`src/rtl/if_pkg.sv`:
```
// rtl/if_pkg.sv - IF-stage fetch types and AXI encodings
package if_pkg;

    typedef enum logic [1:0] {
        IDLE,
        ADDR,
        DATA,
        HOLD
    } fetch_state_e;

    localparam logic [1:0]  AXI_BURST_INCR = 2'b01;
    localparam logic [2:0]  AXI_SIZE_WORD  = 3'b010;
    localparam logic [1:0]  AXI_RESP_OKAY  = 2'b00;
    localparam logic [31:0] NOP_INST       = 32'h0000_0013;

endpackage

```
`src/rtl/if_fetch_ctrl.sv`:
```
// rtl/if_fetch_ctrl.sv - IF-stage PC sequencing and single-outstanding AXI4 instruction read master
module if_fetch_ctrl #(
    parameter int                pc_size  = 32,
    parameter int                DATA_W   = 32,
    parameter logic [3:0]        AXI_ID   = 4'd0,
    parameter logic [DATA_W-1:0] NOP_INST = DATA_W'(if_pkg::NOP_INST)
) (
    input  logic               clk,
    input  logic               rst,
    input  logic [pc_size-1:0] pc_q,
    output logic [pc_size-1:0] pc_d,
    output logic               pc_we,
    input  logic               redirect_valid,
    input  logic [pc_size-1:0] redirect_pc,
    output logic [3:0]         ARID,
    output logic [31:0]        ARADDR,
    output logic [3:0]         ARLEN,
    output logic [2:0]         ARSIZE,
    output logic [1:0]         ARBURST,
    output logic               ARVALID,
    input  logic               ARREADY,
    input  logic [3:0]         RID,
    input  logic [31:0]        RDATA,
    input  logic [1:0]         RRESP,
    input  logic               RLAST,
    input  logic               RVALID,
    output logic               RREADY,
    output logic [DATA_W-1:0]  inst_o,
    output logic [pc_size-1:0] inst_pc_o,
    output logic               inst_valid_o,
    input  logic               id_ready,
    output logic               fetch_err_o
);
    import if_pkg::*;

    fetch_state_e       r_state;
    logic               r_flush;
    logic [pc_size-1:0] r_redir_pc;
    logic [pc_size-1:0] r_ar_addr;
    logic [DATA_W-1:0]  r_inst;
    logic [pc_size-1:0] r_inst_pc;
    logic               r_fetch_err;

    logic               w_beat;
    logic               w_resp_err;
    logic [pc_size-1:0] w_pc_inc;
    logic               w_drop;

    // A beat carrying a foreign ID is not ours; with one request in flight it never occurs.
    assign w_beat     = (r_state == DATA) && RVALID && RLAST && (RID == AXI_ID);
    assign w_resp_err = (RRESP != AXI_RESP_OKAY);
    assign w_pc_inc   = r_ar_addr + pc_size'(4);
    assign w_drop     = r_flush || redirect_valid;

    assign ARID         = AXI_ID;
    assign ARADDR       = 32'(r_ar_addr);
    assign ARLEN        = 4'd0;
    assign ARSIZE       = AXI_SIZE_WORD;
    assign ARBURST      = AXI_BURST_INCR;
    assign ARVALID      = (r_state == ADDR);
    assign RREADY       = (r_state == DATA);
    assign inst_o       = r_inst;
    assign inst_pc_o    = r_inst_pc;
    assign inst_valid_o = (r_state == HOLD) && !redirect_valid;
    assign fetch_err_o  = r_fetch_err;

    always_comb begin
        pc_we = 1'b0;
        pc_d  = pc_q;
        if (redirect_valid && (r_state == IDLE || r_state == HOLD)) begin
            pc_we = 1'b1;
            pc_d  = redirect_pc;
        end else if (w_beat) begin
            pc_we = 1'b1;
            if (redirect_valid)
                pc_d = redirect_pc;
            else if (r_flush)
                pc_d = r_redir_pc;
            else
                pc_d = w_pc_inc;
        end
    end

    always_ff @(posedge clk or negedge rst) begin
        if (!rst) begin
            r_state     <= IDLE;
            r_flush     <= 1'b0;
            r_redir_pc  <= '0;
            r_ar_addr   <= '0;
            r_inst      <= '0;
            r_inst_pc   <= '0;
            r_fetch_err <= 1'b0;
        end else begin
            r_fetch_err <= 1'b0;
            case (r_state)
                IDLE: begin
                    r_state   <= ADDR;
                    r_ar_addr <= redirect_valid ? redirect_pc : pc_q;
                end
                ADDR: begin
                    // The request stays on the bus; a redirect only marks its beat stale.
                    if (redirect_valid) begin
                        r_flush    <= 1'b1;
                        r_redir_pc <= redirect_pc;
                    end
                    if (ARREADY)
                        r_state <= DATA;
                end
                DATA: begin
                    if (w_beat && w_drop) begin
                        r_flush   <= 1'b0;
                        r_ar_addr <= redirect_valid ? redirect_pc : r_redir_pc;
                        r_state   <= ADDR;
                    end else if (w_beat) begin
                        r_inst      <= w_resp_err ? NOP_INST : DATA_W'(RDATA);
                        r_inst_pc   <= r_ar_addr;
                        r_fetch_err <= w_resp_err;
                        r_state     <= HOLD;
                    end else if (redirect_valid) begin
                        r_flush    <= 1'b1;
                        r_redir_pc <= redirect_pc;
                    end
                end
                HOLD: begin
                    if (redirect_valid) begin
                        r_ar_addr <= redirect_pc;
                        r_state   <= ADDR;
                    end else if (id_ready) begin
                        r_ar_addr <= pc_q;
                        r_state   <= ADDR;
                    end
                end
                default: r_state <= IDLE;
            endcase
        end
    end

endmodule

```
`config.mk`:
```
export PLATFORM = sky130hd
export DESIGN_NAME = if_fetch_ctrl
export DESIGN_NICKNAME = d
export VERILOG_FILES = /design/src/rtl/if_pkg.sv /design/src/rtl/if_fetch_ctrl.sv
export SDC_FILE = /design/constraint.sdc
export NUM_CORES = 1
export LEC_CHECK = 0
export ABC_AREA = 1
export BUFFER_PORTS_ARGS = -buffer_cell sky130_fd_sc_hd__buf_2
export CORE_MARGIN = 4
export CORE_UTILIZATION = 32
export CTS_CLUSTER_DIAMETER = 50
export DETAILED_ROUTE_END_ITERATION = 16
export PLACE_DENSITY = 0.58
export SYNTH_ARGS = -nofsm -noshare
export SYNTH_HDL_FRONTEND = slang
export SYNTH_SLANG_ARGS = --single-unit
```
`constraint.sdc`:
```
create_clock -name clk -period 2.21 [get_ports clk]
set_input_delay 0.3315 -clock clk [delete_from_list [all_inputs] [get_ports clk]]
set_output_delay 0.3315 -clock clk [all_outputs]
set_load 0.05 [all_outputs]
```
==> impl_metrics.json, run 1 <==
{
  "status": "complete, but fails checks",
  "violations": "negative setup slack",
  "worstSetupPathType": "flop to output pin",
  "use_met1": 0.319,
  "hold_ws_ps": 153,
  "clkPwrFrac": 0.188,
  "htreeDepth": 4,
  "post-dp-hpwl_um": 22100,
  "synth_cells": 1206,
  "globalRouteOverflowTotal": 0,
  "min_period_ps": 2440,
  "final_nets": 1597,
  "p_sw_uw": 7720,
  "ys_ff_latch": 132,
  "antenna_found_initial": 0,
  "hp-class": "primary input to flop",
  "dieWidth_um": 167,
  "grt.busiest_layer": "met1",
  "cp-end-kind": "output pin",
  "crit_family": "simple AND/OR/NAND/NOR gates",
  "relSlewSlack": 0.637,
  "cts_tree": "done",
  "num_vias": 9001,
  "rsz0062_at_grt": "true",
  "yosysSeqAreaShare": 0.408,
  "crit_path_max_incr_delay_ps": 440,
  "ios": 255,
  "setup_tns_ps": -4580,
  "use_met3": 0.0360,
  "fin_ws_ps": -229,
  "gp_congestion": 0.900,
  "post_synth.cell_area_avg_um2": 6.71,
  "rr_worst_depth": 8,
  "grt_max_degree": 73,
  "internal_power_uw": 7420,
  "first_pass_iters": 5,
  "p_per_area_nw_per_um2": 1290,
  "power_uw": 15100,
  "clockBufferDepth": 2,
  "cts_buffers": 17,
  "period_share": 1.10,
  "coreArea_um2": 24600,
  "vias_per_cell": 4.95,
  "finalSetupViolCount": 32,
  "antenna_cells": 0,
  "hold_violations": 0,
  "cp.buffers_inverters": 2,
  "initial_utilization": 0.329,
  "postLayoutCoreUtil": 0.479,
  "worst_pin_slew_ps": 539,
  "maxSlewViolCount": 0,
  "p_sw_frac": 0.510,
  "grt_pass1_vias": 8401,
  "wire_per_inst_um": 16.7,
  "max_freq_mhz": 410,
  "p_leak_uw": 0.00569,
  "critPathMaxFanout": 3,
  "synthMuxAreaShare": 0.00835,
  "combPwrFrac": 0.572,
  "ant_nets": 0,
  "clkSlewWorstSetupHoldPaths_ps": 70,
  "row_count": 57,
  "worstPathRequired_ps": 1880,
  "seqPwrFrac": 0.239,
  "totalWireLength_um": 30400,
  "ys_types": 31,
  "grtUsageMet2": 0.305,
  "synth.top_cells.by_area": "dfrtp_1, nand2_1, o21ai_0, nor2_1, a21oi_1",
  "final_common_cell": "nand2_1",
  "cp_cell_sequence": "buf_6 -> nand2_2 -> nor2_2 -> nand2_2 -> nor2_4 -> nand2_1 -> nand2_1 -> nand3_2 -> nand2_1 -> nand2_1 -> nand2_1 -> nand2_2 -> buf_4",
  "yosysWarnings": 0,
  "drv_cap": 0,
  "port_buffers": 241,
  "ir_drop_v": 0.000699,
  "clock-sinks": 132,
  "worst-path-stages": 13,
  "drive_above_1_share": 0.370,
  "drt-initial-drc-count": 785,
  "track_usage": 0.209,
  "place_ws_ps": -39.4,
  "cts_root_buf": "clkbuf_16",
  "startpoint_type": "flop",
  "die_h_um": 167,
  "die_area_um2": 27900,
  "syn_area_um2": 8100,
  "clkLatencyLatePin_ps": 430,
  "fin_worst_skew_ps": 13.4,
  "arrival_ps": 2110,
  "synth_fa_ha_area_frac": 0.00773,
  "synth-compound-area-share": 0.196,
  "grt_first_pass_wirelength_um": 47200,
  "yosys.area_share.simple": 0.292,
  "synth_top_family_by_area": "simple AND/OR/NAND/NOR gates",
  "synth.top_cell.area_share": 0.408,
  "syn2layout_area_growth_pct": 45.5,
  "mostFrequentLayoutCells": "nand2_1, buf_2, o21ai_0",
  "drc": 0,
  "crit_slowest_cell": "dfrtp_1",
  "synth-xor-area-share": 0.00325,
  "synth_top_cell_by_area": "dfrtp_1",
  "cp_common_cell": "nand2_1",
  "hold_path_depth": 3
}
## timing repair
item | 4_1_cts | 5_1_grt
pin swaps | 24 | 44
setup buffers | 13 | 13
gates resized for setup | 113 | 159
endpoints found under the hold margin | 45 | 0
setup endpoints to repair | 32 | 39
gates cloned | 0 | 2
hold buffers | 1 | 0
## flip-flops by register name (all words and copies together) (netlist names)
name         flops
ARADDR          32
fetch_err_o      1
inst_o          32
inst_pc_o       32
r_flush          1
r_redir_pc      32
r_state          2
## stage by stage
step	std cells	area (um2)
floorplan	1217	8250
global placement	1760	10100
detailed placement	1760	10100
CTS	1806	11100
global route	1820	11800
finish	1820	11800
## worst paths after layout
path / from / end / slack [ps]
max in group asynchronous: rst / ARADDR[16] / 1040
min in group asynchronous: rst / ARADDR[22] / 430
max: ARADDR[18] / pc_d[30] / -230
min: RDATA[13] / inst_o[13] / 150
max reg2reg: r_state[1] / ARADDR[14] / 160
min reg2reg: inst_pc_o[30] / inst_pc_o[30] / 480
## synthesized netlist by cell type
| library cell | number |
|---|---|
| a21oi_1 | 64 |
| a21oi_2 | 15 |
| and2_1 | 1 |
| buf_1 | 3 |
| buf_2 | 4 |
| buf_4 | 13 |
| buf_6 | 3 |
| clkbuf_1 | 59 |
| clkinv_1 | 1 |
| conb_1 | 2 |
| dfrtp_1 | 132 |
| ha_1 | 5 |
| inv_1 | 77 |
| inv_2 | 1 |
| mux2_2 | 6 |
| nand2_1 | 368 |
| nand2_2 | 1 |
| nand3_1 | 53 |
| nand3_2 | 1 |
| nand3b_1 | 1 |
| nand4_1 | 6 |
| nor2_1 | 168 |
| nor2_4 | 1 |
| nor3_1 | 1 |
| o21ai_0 | 208 |
| o21ai_4 | 1 |
| o221a_2 | 5 |
| o221ai_1 | 1 |
| o22ai_1 | 2 |
| xnor2_1 | 1 |
| xor2_1 | 2 |
## area by class of cell
| type | instances | area [um2] |
|---|---|---|
| clock buffer | 17 | 425 |
| clock inverter | 15 | 158 |
| fill | 2481 | 12800 |
| inverter | 79 | 312 |
| multi-input combinational | 924 | 4810 |
| sequential | 132 | 3320 |
| tap | 324 | 405 |
| timing repair buffer | 329 | 2350 |
## cells by family after synthesis
group	after synthesis
other	2
flip-flops	132
adder cells (fa/ha/maj)	5
AO/OA/AOI/OAI	296
XOR/XNOR	3
AND/OR/NAND/NOR	601
buffers and inverters	161
multiplexers	6
## worst register-to-register path: stages (launching register included)
cell,delay [ps]
dfrtp_1,420
ha_4,200
buf_6,200
clkinv_1,90
buf_4,320
nor2_1,70
o21ai_0,460
nor2_1,100
a21oi_1,120
## routing by layer
| metal | routed length, um | share of wire | up-vias |
|---|---|---|---|
| met1 | 14800 | 0.49 | 4215 |
| met4 | 361 | 0.012 | 0 |
| met5 | 0 | 0 | - |
| li1 | - | - | 4432 |
| met3 | 1860 | 0.061 | 22 |
| met2 | 13400 | 0.44 | 332 |
## power by group through the flow
stage               Sequential, uW  Combinational, uW  Clock, uW
floorplan                     4570               4070          0
global placement              3570               7340          0
detailed placement            3580               7370          0
CTS                           3530               8040       2910
global route                  3690               9330       3010
finish                        3630               8660       2850
(Power assumes the default switching activity.)
==> run 2: changes to the inputs <==
--- a/config.mk
+++ b/config.mk
@@ -5,13 +5,13 @@
 export SDC_FILE = /design/constraint.sdc
 export NUM_CORES = 1
 export LEC_CHECK = 0
-export ABC_AREA = 1
+export ABC_AREA = 0
 export BUFFER_PORTS_ARGS = -buffer_cell sky130_fd_sc_hd__buf_2
 export CORE_MARGIN = 4
 export CORE_UTILIZATION = 32
 export CTS_CLUSTER_DIAMETER = 50
 export DETAILED_ROUTE_END_ITERATION = 16
-export PLACE_DENSITY = 0.58
+export PLACE_DENSITY = 0.59
 export SYNTH_ARGS = -nofsm -noshare
 export SYNTH_HDL_FRONTEND = slang
 export SYNTH_SLANG_ARGS = --single-unit
==> run 2 against run 1 <==
Critical path type unchanged. Routed wire length fell by 5.4%. Clock-buffer cell count did not move. Synthesized area fell by 6.0%. Global-route usage rose by 0.71 points. Sequential share of layout area fell by 0.49 points. Highest routed layer is now met5. The run still ends with negative setup slack left.
==> impl_metrics.json, run 2 <==
{
  "status": "complete, but fails checks",
  "place_ws_ps": -351,
  "num_vias": 7655,
  "ys_ff_latch": 132,
  "drv_cap": 0,
  "first_pass_iters": 6,
  "clkLatencyLatePin_ps": 430,
  "fin_worst_skew_ps": 10.9,
  "rr_startpoint": "r_state[0]",
  "grt_pass1_vias": 7795,
  "yosysWarnings": 0,
  "cts_buffers": 17,
  "antenna_found_initial": 3,
  "syn2layout_area_growth_pct": 58.2,
  "port_buffers": 241,
  "synth.top_cell.area_share": 0.434,
  "htreeDepth": 4,
  "p_leak_uw": 0.00566,
  "final_nets": 1291,
  "track_usage": 0.216,
  "drt-initial-drc-count": 470,
  "clockBufferDepth": 2,
  "gp_congestion": 0.860,
  "worst_pin_slew_ps": 498,
  "synth.most_common_cell": "nand2_1",
  "clkSlewWorstSetupHoldPaths_ps": 70,
  "rsz0062_at_grt": "true",
  "critPathMaxFanout": 5,
  "startpoint_type": "flop",
  "min_period_ps": 2730,
  "p_per_area_nw_per_um2": 1340,
  "coreArea_um2": 23400,
  "violations": "negative setup slack",
  "die_h_um": 162,
  "drive_above_1_share": 0.517,
  "synth_edf_count": 0,
  "row_count": 56,
  "finalSetupViolCount": 33,
  "async_flop_share": 1.00,
  "final_common_cell": "buf_2",
  "worstPathRequired_ps": 1880,
  "cp-end-kind": "output pin",
  "post-dp-hpwl_um": 20000,
  "worstSetupPathType": "flop to output pin",
  "clock-sinks": 132,
  "totalWireLength_um": 28800,
  "ys.flop_type": "dfrtp_1",
  "cts_root_buf": "clkbuf_16",
  "synth.top_cells.by_area": "dfrtp_1, mux2_2, nand2_1, mux2i_1, a21oi_1",
  "relSlewSlack": 0.667,
  "cts_tree": "done",
  "post_synth.cell_area_avg_um2": 8.98,
  "synth_commonest_cells": "nand2_1, dfrtp_1, mux2_2",
  "arrival_ps": 2400,
  "synth_top_cell_by_area": "dfrtp_1",
  "vias_per_cell": 5.07,
  "mostFrequentLayoutCells": "buf_2, nand2_1, dfrtp_1",
  "ios": 255,
  "die_area_um2": 26300,
  "hp-start": "RDATA[6]",
  "synth_cells": 847,
  "syn_area_um2": 7610,
  "hp-class": "primary input to flop",
  "initial_utilization": 0.325,
  "grt_max_degree": 58,
  "wire_per_inst_um": 19.0,
  "hold_ws_ps": 119,
  "ant_nets": 0,
  "grt_first_pass_wirelength_um": 44400,
  "dieWidth_um": 162,
  "ys_types": 54,
  "ir_drop_v": 0.000843,
  "yosysSeqAreaShare": 0.434,
  "maxSlewViolCount": 0,
  "globalRouteOverflowTotal": 0,
  "period_share": 1.23,
  "fin_ws_ps": -518,
  "crit_start": "ARADDR[19]",
  "nFillCells": 2193,
  "setup_tns_ps": -12990,
  "hold_violations": 0,
  "drc": 0,
  "max_freq_mhz": 367
}
run 2: changes by cell type after synthesis, moves of 21 or more:
| cell | previous run | this run |
|---|---|---|
| mux2_2 | 6 | 62 |
| o21ai_0 | 208 | 41 |
| clkbuf_1 | 59 | 38 |
| inv_1 | 77 | 10 |
| nor2_1 | 168 | 41 |
| nand2_1 | 368 | 182 |
| o22ai_1 | 2 | 31 |
| mux2i_1 | 0 | 40 |
run 2: final timing paths:
path | end | slack, ps | cells past startpoint
worst max-delay path | pc_d[28] | -520 | 7
worst min-delay path | inst_o[6] | 120 | 3
worst max register to register | inst_o[19] | 120 | 11
worst min register to register | inst_o[24] | 460 | 2
max in group asynchronous | inst_o[5] | 1020 | 3
min in group asynchronous | inst_pc_o[16] | 390 | 2
run 2: what timing repair did:
item | 4_1_cts | 5_1_grt
setup buffers | 19 | 11
pin swaps | 20 | 26
endpoints found under the hold margin | 36 | 0
cloned | 7 | 1
endpoints found under the setup margin | 33 | 87
gates resized for setup | 157 | 40
hold buffers | 1 | 0
run 2: metrics by stage:
step	instances	area, um2	util	total power (uW)
after floorplan	858	8230	-	9100
after global placement	1443	10300	0.440	11800
after detailed placement	1443	10300	0.440	11800
after CTS	1500	11800	0.503	15900
after global routing	1511	12000	0.514	16800
final	1511	12000	0.514	16100
run 2: worst max-delay path: stages (launching register included):
cell and delay, ps:
dfrtp_2 370, nand3_2 70, or4_4 570, buf_8 170, nor4_4 180, xnor2_2 180
a211oi_4 240, buf_6 190
run 2: kinds of logic after synthesis:
family,count (synthesis),synth area share
simple gates,335,0.200
xor+xnor,20,0.0230
other cells,2,0.000987
mux,102,0.144
flops,132,0.434
buf+inv,83,0.0562
compound gates,168,0.133
fa+ha+maj,5,0.00822
run 2: layout make-up:
type                            instances  area, um2  share of cell area
Sequential cell                       132       3330               0.277
Multi-Input combinational cell        645       4950               0.412
Tap cell                              319        399              0.0332
Timing Repair Buffer                  370       2720               0.226
Clock buffer                           17        425              0.0353
Clock inverter                         15        159              0.0132
Inverter                               11       41.3             0.00343
Antenna cell                            2       5.00            0.000416
run 2: report_power, final:
part,switching (uW),internal [uW],total [uW]
Clock,1270,1600,2870
Sequential,618,3090,3710
Combinational,5630,3910,9540
Total,7510,8600,16100
run 2: per-layer routing:
metal	global-route usage	up-vias	part of all wire
li1	-	3628	-
met1	0.292	3696	0.45
met2	0.347	269	0.46
met3	0.0434	58	0.061
met4	0.0765	4	0.027
met5	0	-	0.00090
